File: src/rtl/ldstr_mem_pipe.sv
// Byte-enabled load/store word memory with a reset-time clear sweep and a one-deep response register.
// Optional per-byte even parity with an rsp_perr output when LDSTR_MEM_PARITY_EN is defined.
module ldstr_mem_pipe #(
    parameter int DATA_W = 32,
    parameter int DEPTH  = 16,
    parameter int ADDR_W = 4
) (
    input  logic                clk,
    input  logic                rst,
    input  logic                req_valid,
    output logic                req_ready,
    input  logic                req_we,
    input  logic [ADDR_W-1:0]   req_addr,
    input  logic [DATA_W-1:0]   req_wdata,
    input  logic [DATA_W/8-1:0] req_be,
    output logic                rsp_valid,
    input  logic                rsp_ready,
    output logic [DATA_W-1:0]   rsp_rdata,
    output logic                rsp_err,
`ifdef LDSTR_MEM_PARITY_EN
    output logic                rsp_perr,
`endif
    output logic                init_done
);

    localparam int NB = DATA_W / 8;
    localparam logic [ADDR_W-1:0] LAST    = ADDR_W'(DEPTH - 1);
    localparam logic [ADDR_W:0]   DEPTH_V = (ADDR_W + 1)'(DEPTH);

    typedef enum logic {INIT, RUN} state_t;

    state_t            state, state_nxt;
    logic [ADDR_W-1:0] cnt, cnt_nxt;
    logic [DATA_W-1:0] mem [DEPTH];

    logic              acc, oor, wr_en;
    logic [DATA_W-1:0] rd_word, rdata_nxt;

    logic              vld_p1, err_p1;
    logic [DATA_W-1:0] rdata_p1;

    function automatic logic [DATA_W-1:0] byte_merge(input logic [DATA_W-1:0] old_w,
                                                     input logic [DATA_W-1:0] new_w,
                                                     input logic [NB-1:0]     be);
        logic [DATA_W-1:0] r;
        r = old_w;
        for (int i = 0; i < NB; i++)
            if (be[i]) r[8*i +: 8] = new_w[8*i +: 8];
        return r;
    endfunction

    always_ff @(posedge clk or posedge rst) begin
        if (rst) begin
            state <= INIT;
            cnt   <= '0;
        end else begin
            state <= state_nxt;
            cnt   <= cnt_nxt;
        end
    end

    always_comb begin
        state_nxt = state;
        cnt_nxt   = cnt;
        if (state == INIT) begin
            if (cnt == LAST) begin
                state_nxt = RUN;
                cnt_nxt   = '0;
            end else begin
                cnt_nxt = cnt + 1'b1;
            end
        end
    end

    assign init_done = (state == RUN);
    assign req_ready = init_done & (~vld_p1 | rsp_ready);
    assign acc       = req_valid & req_ready;
    assign oor       = ({1'b0, req_addr} >= DEPTH_V);
    assign wr_en     = acc & req_we & ~oor;
    assign rd_word   = mem[req_addr];
    assign rdata_nxt = (req_we || oor) ? '0 : rd_word;

    // The sweep owns the write port until RUN; memory itself is never reset.
    always_ff @(posedge clk) begin
        if (state == INIT)
            mem[cnt] <= '0;
        else if (wr_en)
            mem[req_addr] <= byte_merge(mem[req_addr], req_wdata, req_be);
    end

`ifdef LDSTR_MEM_PARITY_EN
    logic [NB-1:0] par [DEPTH];
    logic [NB-1:0] par_rd;
    logic          perr_p1;

    function automatic logic [NB-1:0] byte_par(input logic [DATA_W-1:0] w);
        logic [NB-1:0] p;
        for (int i = 0; i < NB; i++) p[i] = ^w[8*i +: 8];
        return p;
    endfunction

    assign par_rd = par[req_addr];

    always_ff @(posedge clk) begin
        if (state == INIT)
            par[cnt] <= '0;
        else if (wr_en)
            par[req_addr] <= (par[req_addr] & ~req_be) | (byte_par(req_wdata) & req_be);
    end

    always_ff @(posedge clk or posedge rst) begin
        if (rst)
            perr_p1 <= 1'b0;
        else if (acc)
            perr_p1 <= ~req_we & ~oor & (|(byte_par(rd_word) ^ par_rd));
    end

    assign rsp_perr = perr_p1;
`endif

    // Response stage p1: held while the consumer stalls, replaced in the same edge it drains.
    always_ff @(posedge clk or posedge rst) begin
        if (rst) begin
            vld_p1   <= 1'b0;
            rdata_p1 <= '0;
            err_p1   <= 1'b0;
        end else if (acc) begin
            vld_p1   <= 1'b1;
            rdata_p1 <= rdata_nxt;
            err_p1   <= oor;
        end else if (rsp_ready) begin
            vld_p1   <= 1'b0;
        end
    end

    assign rsp_valid = vld_p1;
    assign rsp_rdata = rdata_p1;
    assign rsp_err   = err_p1;

endmodule

File: config.mk
export PLATFORM = sky130hd
export DESIGN_NAME = ldstr_mem_pipe
export DESIGN_NICKNAME = d
export VERILOG_FILES = /design/src/rtl/ldstr_mem_pipe.sv
export SDC_FILE = /design/constraint.sdc
export NUM_CORES = 1
export LEC_CHECK = 0
export CAP_MARGIN = 20
export CORE_AREA = 4 4 213 215
export DETAILED_ROUTE_END_ITERATION = 16
export DIE_AREA = 0 0 217 219
export PLACE_DENSITY_LB_ADDON = 0.12
export SYNTH_ARGS = -nofsm -noshare
export SYNTH_HDL_FRONTEND = slang
export SYNTH_SLANG_ARGS = --single-unit
File: constraint.sdc
create_clock -name clk -period 5.4 [get_ports clk]
set_clock_uncertainty 0.1 [all_clocks]
set_input_delay 1.08 -clock clk [delete_from_list [all_inputs] [get_ports clk]]
set_output_delay 1.08 -clock clk [all_outputs]
set_load 0.03 [all_outputs]
==> results of run 1 <==
[area by class of cell]
cell class                 count  area share
sequential                   550       0.650
multi-input combinational    439       0.200
clock buffer                  72      0.0602
timing repair buffer         114      0.0479
tap                          592      0.0295
clock inverter                27      0.0123
inverter                       4    0.000598
antenna                        1   0.0000996
[path summary, 6_finish.rpt]
check,from,to,depth (start not counted)
min in group asynchronous,rst,rsp_rdata[24],3
worst min-delay path,rsp_rdata[1],rsp_rdata[1],1
worst max register to register,init_done,mem[13][27],4
max in group asynchronous,rst,rsp_rdata[30],3
worst max-delay path,rsp_ready,mem[13][27],6
worst min register to register,rsp_rdata[1],rsp_rdata[1],1
[worst register-to-register path, cell delays in order, from the launching register on]
cell	delay, ns
dfrtp_1	0.59
and4_2	0.69
a32oi_1	0.48
nor2_4	0.88
buf_4	0.33
[power by group]
group | internal (uW) | switching (uW)
logic | 252 | 385
registers | 4710 | 21.4
clock network | 2290 | 1550
[cells by family (layout without fill, tap and decap cells)]
group,count (synthesis),in the layout,share of synthesized area
multiplexers,197,197,0.151
other,1,2,0.000174
AO/OA/AOI/OAI,169,169,0.0566
buffers and inverters,71,217,0.0178
flip-flops,550,550,0.756
AND/OR/NAND/NOR,70,70,0.0173
XOR/XNOR,1,1,0.000406
adder cells (fa/ha/maj),1,1,0.000580
[metrics by stage]
step                      utilization  std cells  area [um2]
after floorplan                     -       1060       21600
after global placement          0.529       1692       23100
after detailed placement        0.532       1697       23200
after CTS                       0.573       1796       25100
after global routing            0.574       1798       25100
final                           0.574       1799       25100
[sequential cells by signal, summed over array words and instances (netlist names)]
signal / count
rsp_valid: 1
mem: 512
cnt: 4
rsp_rdata: 32
init_done: 1
[placed cells by master (no fill, tap or decap), types with 3 or more instances in the layout]
| cell type | instances |
|---|---|
| nor2_4 | 17 |
| dfrtp_1 | 38 |
| buf_12 | 6 |
| clkinv_1 | 9 |
| o21ai_0 | 32 |
| edfxtp_1 | 512 |
| a22o_1 | 32 |
| bufinv_16 | 7 |
| o22ai_1 | 64 |
| mux2_2 | 66 |
| mux4_2 | 96 |
| clkbuf_16 | 57 |
| inv_1 | 3 |
| nand2_1 | 4 |
| clkbuf_1 | 12 |
| nand2b_1 | 36 |
| clkinv_2 | 8 |
| clkdlybuf4s50_1 | 75 |
| buf_4 | 27 |
| nor2b_1 | 4 |
| nor2_1 | 4 |
| mux2i_1 | 35 |
| buf_16 | 4 |
| clkbuf_8 | 3 |
| o211a_1 | 32 |
[per-layer routing]
layer,up-vias,GRT usage,wire length [um]
li1,4612,-,-
met1,5902,0.348,24000
met2,343,0.308,22300
met3,56,0.0367,3210
met4,0,0.0471,739
met5,-,0,0
==> summary.md, run 1 <==
| Metric | Value |
|---|---|
| Status | `complete, no violations` |
| Fin Hold WS | `0.407 ns` |
| Ys flop type | `edfxtp_1` |
| Ys Warns | `0` |
| Period Utilization, post-route | `0.707` |
| Synth cell count leaders | `edfxtp_1 (512), mux4_2 (96), mux2_2 (66)` |
| H-tree depth | `2` |
| Slew Limit Fails | `0` |
| Starting Density | `0.494` |
| F_max | `262 MHz` |
| RSZ-0062 raised after global routing | `no` |
| Core area | `0.0437 mm2` |
| Final Hold Fails | `0` |
| Worst slack, placed | `1.00 ns` |
| Largest net degree at the start of global routing | `77` |
| CTS tree | `built` |
| Total I/O pin count | `81` |
| Vias per cell | `6.07` |
| Total CTS buffers | `55` |
| Critical path fanouts, max | `23` |
| PostCTS Resize Cnt | `0` |
| Area contributors post-synth | `edfxtp_1 (71%), mux4_2 (10%), dfrtp_1 (4.4%), mux2_2 (3.4%), o22ai_1 (1.9%)` |
| Nets | `1210` |
| Share of cells above drive strength 1 | `0.250` |
| Avg Inst Size Synth | `20.4 um2` |
| Async SR Flop Fraction | `0.0691` |
| Seq/Total Area, Yosys | `0.756` |
| CTS Root Cell | `clkbuf_16` |
| Post-Syn Area | `0.0216 mm2` |
| Critical Path RT | `5.59 ns` |
| Number of flops mapped to enable cells by yosys | `512` |
| Syn nets | `1106` |
| Die width | `217 um` |
| Slew @ Worst Pin | `0.944 ns` |
| CTS max path bufs | `3` |
| Post-synth top area share | `0.712` |
| Worst slew margin | `0.353` |
| Register area | `0.0163 mm2` |
| Startpoint types | `input port` |
| PD cells | `366 mW/mm2` |
| First-pass GRT wire length | `74800 um` |
| Gpl congestion | `0.780` |
| Seq cells post-synth | `550` |
| Flop2flop setup slack | `2.04 ns` |
| # fillers | `3360` |
| WL/cell | `27.9 um` |
| Antenna Violating Nets Remaining | `0` |
| Synth-to-layout area growth | `16.4%` |
| Setup TNS | `0 ns` |
| Crit path time final | `3.82 ns` |
| Clk_lat worst skew | `0.59 ns` |
| CTS Sinks | `550` |
| DRT iter0 DRCs | `1127` |
| Bufs and invs on worst path | `2` |
| GRT overflow | `0` |
| Crit path DAT | `4.00 ns` |
| CP max stage cell | `nor2_4` |
| Die Span Y | `219 um` |
| Multi-input logic area | `0.00501 mm2` |
| Setup violators final | `0` |
| Number of setup buffers added after CTS | `0` |
| Initial antenna violation count | `1` |
| Leakage | `0.00853 uW` |
| Leading area contributor after synthesis | `edfxtp_1` |
| HP Class | `flip-flop to flip-flop` |
| PnR worst setup slack | `1.58 ns` |
| Tot Pwr | `9210 uW` |
| Reg clk slew, reported paths | `0.06 ns` |
| Rows | `77` |
| Setup crit end kind | `flip-flop` |
| DRC Markers | `0` |
| Port bufs | `79` |
| Post-synthesis cell count | `1060` |
| Overall routing resource usage | `0.215` |
| VDD IR max | `0.000242 V` |
| First-pass DRT Iterations | `5` |
| MaxCap Viol Count | `0` |
| Via Count | `10913` |
| Unique masters post-synth | `32` |
| Full die area | `0.0475 mm2` |
| Cell with the most instances after synthesis | `edfxtp_1` |
| CP max stage delay | `0.88 ns` |
| Final WL | `50200 um` |
| CTS Hold Bufs | `0` |
| Placed wire-length estimate | `30400 um` |
| Top Family by Delay on Critical Path | `simple AND/OR/NAND/NOR gates` |
| Number of global-route vias before repair | `10994` |
| Crit Path Class | `input port to flip-flop` |
| Crit-path cells | `clkdlybuf4s50_1 -> nand2b_1 -> and4_2 -> a32oi_1 -> nor2_4 -> buf_4` |
No activity file was read; power rests on OpenSTA's default activity.
==> run 2: changes to the inputs <==
==> constraint.sdc (replaced) <==
create_clock -name clk -period 3.3 [get_ports clk]
set_clock_uncertainty 0.1 [all_clocks]
set_input_delay 0.66 -clock clk [delete_from_list [all_inputs] [get_ports clk]]
set_output_delay 0.66 -clock clk [all_outputs]
set_load 0.03 [all_outputs]
==> summary.md, run 2 (synthesis gave the netlist of run 1 again) <==
| Metric | Value |
|---|---|
| Status | `complete, no violations` |
| Full die area | `0.0475 mm2 (unchanged)` |
| Most common cell after layout, fill and taps aside | `edfxtp_1` |
| Leakage | `0.00882 uW (+3.4%)` |
| Final Hold Fails | `0 (unchanged)` |
| H-tree depth | `2 (unchanged)` |
| Cell Int Power | `12100 uW (+67%)` |
| DRC Markers | `0 (unchanged)` |
| Share of cells above drive strength 1 | `0.279 (+0.0299)` |
| RR Endpoint | `mem[1][28]` |
| Initial antenna violation count | `0 (-1)` |
| CP max stage cell | `clkdlybuf4s50_1` |
| Antenna Cells | `0 (-1)` |
| Vias per cell | `5.83 (-3.9%)` |
| Via Count | `10770 (-1.3%)` |
| Critical path fanouts, max | `4 (-83%)` |
| CP max stage delay | `0.67 ns (-0.21 ns)` |
| Die width | `217 um (unchanged)` |
| Power share of the clock group | `0.427 (+0.010)` |
| WP depth | `4 (-2)` |
| Antenna Violating Nets Remaining | `0 (unchanged)` |
| Die Span Y | `219 um (unchanged)` |
| Total I/O pin count | `81 (unchanged)` |
| Crit path DAT | `2.07 ns (-1.93 ns)` |
| Period Utilization, post-route | `0.859` |
| First-pass DRT Iterations | `5 (unchanged)` |
| Switch share | `0.207 (-0.00536)` |
| Gpl congestion | `0.740 (-5.1%)` |
| MaxCap Viol Count | `0 (unchanged)` |
| CTS max path bufs | `3 (unchanged)` |
| Bufs and invs on worst path | `2 (unchanged)` |
| Reg clk slew, reported paths | `0.06 ns (about the same)` |
| Crit Path Class | `input port to output port` |
| Largest Register | `mem` |
| Reg-to-reg startpoint | `init_done` |
| Overall routing resource usage | `0.210 (-0.00440)` |
| First-pass GRT wire length | `73900 um (-1.2%)` |
| Synth-to-layout area growth | `18.7%` |
| Setup crit end kind | `output port` |
| Core area | `0.0437 mm2 (unchanged)` |
| PostCTS Resize Cnt | `0 (unchanged)` |
| Startpoint types | `input port` |
| CTS Root Cell | `clkbuf_16` |
| Port bufs | `79 (unchanged)` |
| Worst r2r path cells | `4 (unchanged)` |
| PnR worst setup slack | `0.466 ns (-1.12 ns)` |
| Nets | `1256 (+3.8%)` |
| Psw | `3160 uW (+62%)` |
| Crit path time final | `2.83 ns` |
| Crit-path cells | `clkdlybuf4s50_1 -> nand2b_1 -> and2_1 -> clkdlybuf4s50_1` |
| Critical Path Most Common Cell | `clkdlybuf4s50_1` |
| Top Family by Delay on Critical Path | `buffers and inverters` |
| Final core occ | `0.586 (+0.0116)` |
| Starting Density | `0.494 (unchanged)` |
| Number of global-route vias before repair | `11196 (+1.8%)` |
| VDD IR max | `0.000479 V (+98%)` |
| Rows | `77 (unchanged)` |
| Largest net degree at the start of global routing | `34 (-56%)` |
| GRT overflow | `0 (unchanged)` |
| Clk_lat worst skew | `0.59 ns (about the same)` |
| Slew Limit Fails | `0 (unchanged)` |
| WL/cell | `26.6 um (-4.8%)` |
| Most frequent cells in the layout | `edfxtp_1 (512), mux4_2 (96), clkdlybuf4s50_1 (75)` |
| Number of setup buffers added after CTS | `0 (unchanged)` |
| Sequential fraction of design power | `0.505 (-0.009)` |
| PD cells | `598 mW/mm2 (+63%)` |
| Total CTS buffers | `55 (unchanged)` |
| Combinational share of power | `0.068 (about the same)` |
| DRT iter0 DRCs | `736 (-35%)` |
| Final WL | `49100 um (-2.2%)` |
| CTS Sinks | `550 (unchanged)` |
| Setup violators final | `0 (unchanged)` |
| Placed wire-length estimate | `29200 um (-3.8%)` |
| RSZ-0062 raised after global routing | `no` |
| CTS tree | `built` |
| F_max | `353 MHz` |
| Worst slew margin | `0.344 (-0.00877)` |
| Critical Path RT | `2.54 ns (-3.05 ns)` |
| HP Class | `input port to asynchronous set/reset pin` |
| Worst slack, placed | `0.0926 ns (-0.910 ns)` |
| CTS Hold Bufs | `0 (unchanged)` |
| Slew @ Worst Pin | `0.979 ns (+0.0356 ns)` |
| Flop2flop setup slack | `0.76 ns (-1.28 ns)` |
| Largest register FFs | `512 (unchanged)` |
[run 2: cell types whose count changed in the layout (fill, tap and decap cells not counted), sizes merged]
| cell | previous run | this run |
|---|---|---|
| clkbuf | 72 | 80 |
| buf | 39 | 85 |
| bufinv | 7 | 9 |
| diode | 1 | 0 |
| clkinv | 18 | 12 |
[run 2: per-layer routing]
layer | track usage | part of all wire | up-vias
li1 | - | - | 4712
met1 | 0.288 | 0.43 | 5734
met2 | 0.358 | 0.51 | 268
met3 | 0.0312 | 0.043 | 56
met4 | 0.0560 | 0.018 | 0
met5 | 0 | 0 | -
[run 2: cell type report]
| type | instances | area, um2 |
|---|---|---|
| Tap cell | 592 | 741 |
| Clock buffer | 80 | 1570 |
| Sequential cell | 550 | 16300 |
| Timing Repair Buffer | 160 | 1620 |
| Inverter | 4 | 15.0 |
| Fill cell | 3317 | 18100 |
| Multi-Input combinational cell | 439 | 5010 |
| Clock inverter | 23 | 340 |
[run 2: power by group through the flow]
| stage | combinational, uW | clock (uW) | sequential, uW |
|---|---|---|---|
| after floorplan | 525 | 0 | 7980 |
| after global placement | 1050 | 0 | 7880 |
| after detailed placement | 1060 | 0 | 7890 |
| after CTS | 1060 | 6660 | 7740 |
| after global routing | 1110 | 6950 | 7740 |
| final | 1040 | 6530 | 7740 |
[run 2: worst max path at each step]
| stage | startpoint | endpoint | slack (ns) |
|---|---|---|---|
| global route | rsp_ready | req_ready | 0.42 |
| global placement | rsp_ready | mem[1][5] | 0.10 |
| CTS | rsp_ready | req_ready | 0.47 |
| finish | rsp_ready | req_ready | 0.47 |
| floorplan | req_addr[2] | mem[14][0] | -0.13 |
| detailed placement | rsp_ready | mem[1][25] | 0.09 |
[run 2: per-stage QoR]
step                      TNS, ns  instance area (um2)  cells  hold WS [ns]  power (uW)
after floorplan            -47.96                21600   1060         0.407        8510
after detailed placement        0                23700   1745         0.392        8940
after global placement          0                23700   1745         0.388        8930
after global routing            0                25600   1848         0.401       15800
after CTS                       0                25600   1848         0.357       15500
final                           0                25600   1848         0.357       15300
[run 2: worst reg2reg max path, stage by stage, from the launching register on]
cell     delay [ns]
dfrtp_1        0.53
and4_2         0.45
mux2i_1        0.79
nor2_4         0.07
buf_4          0.29
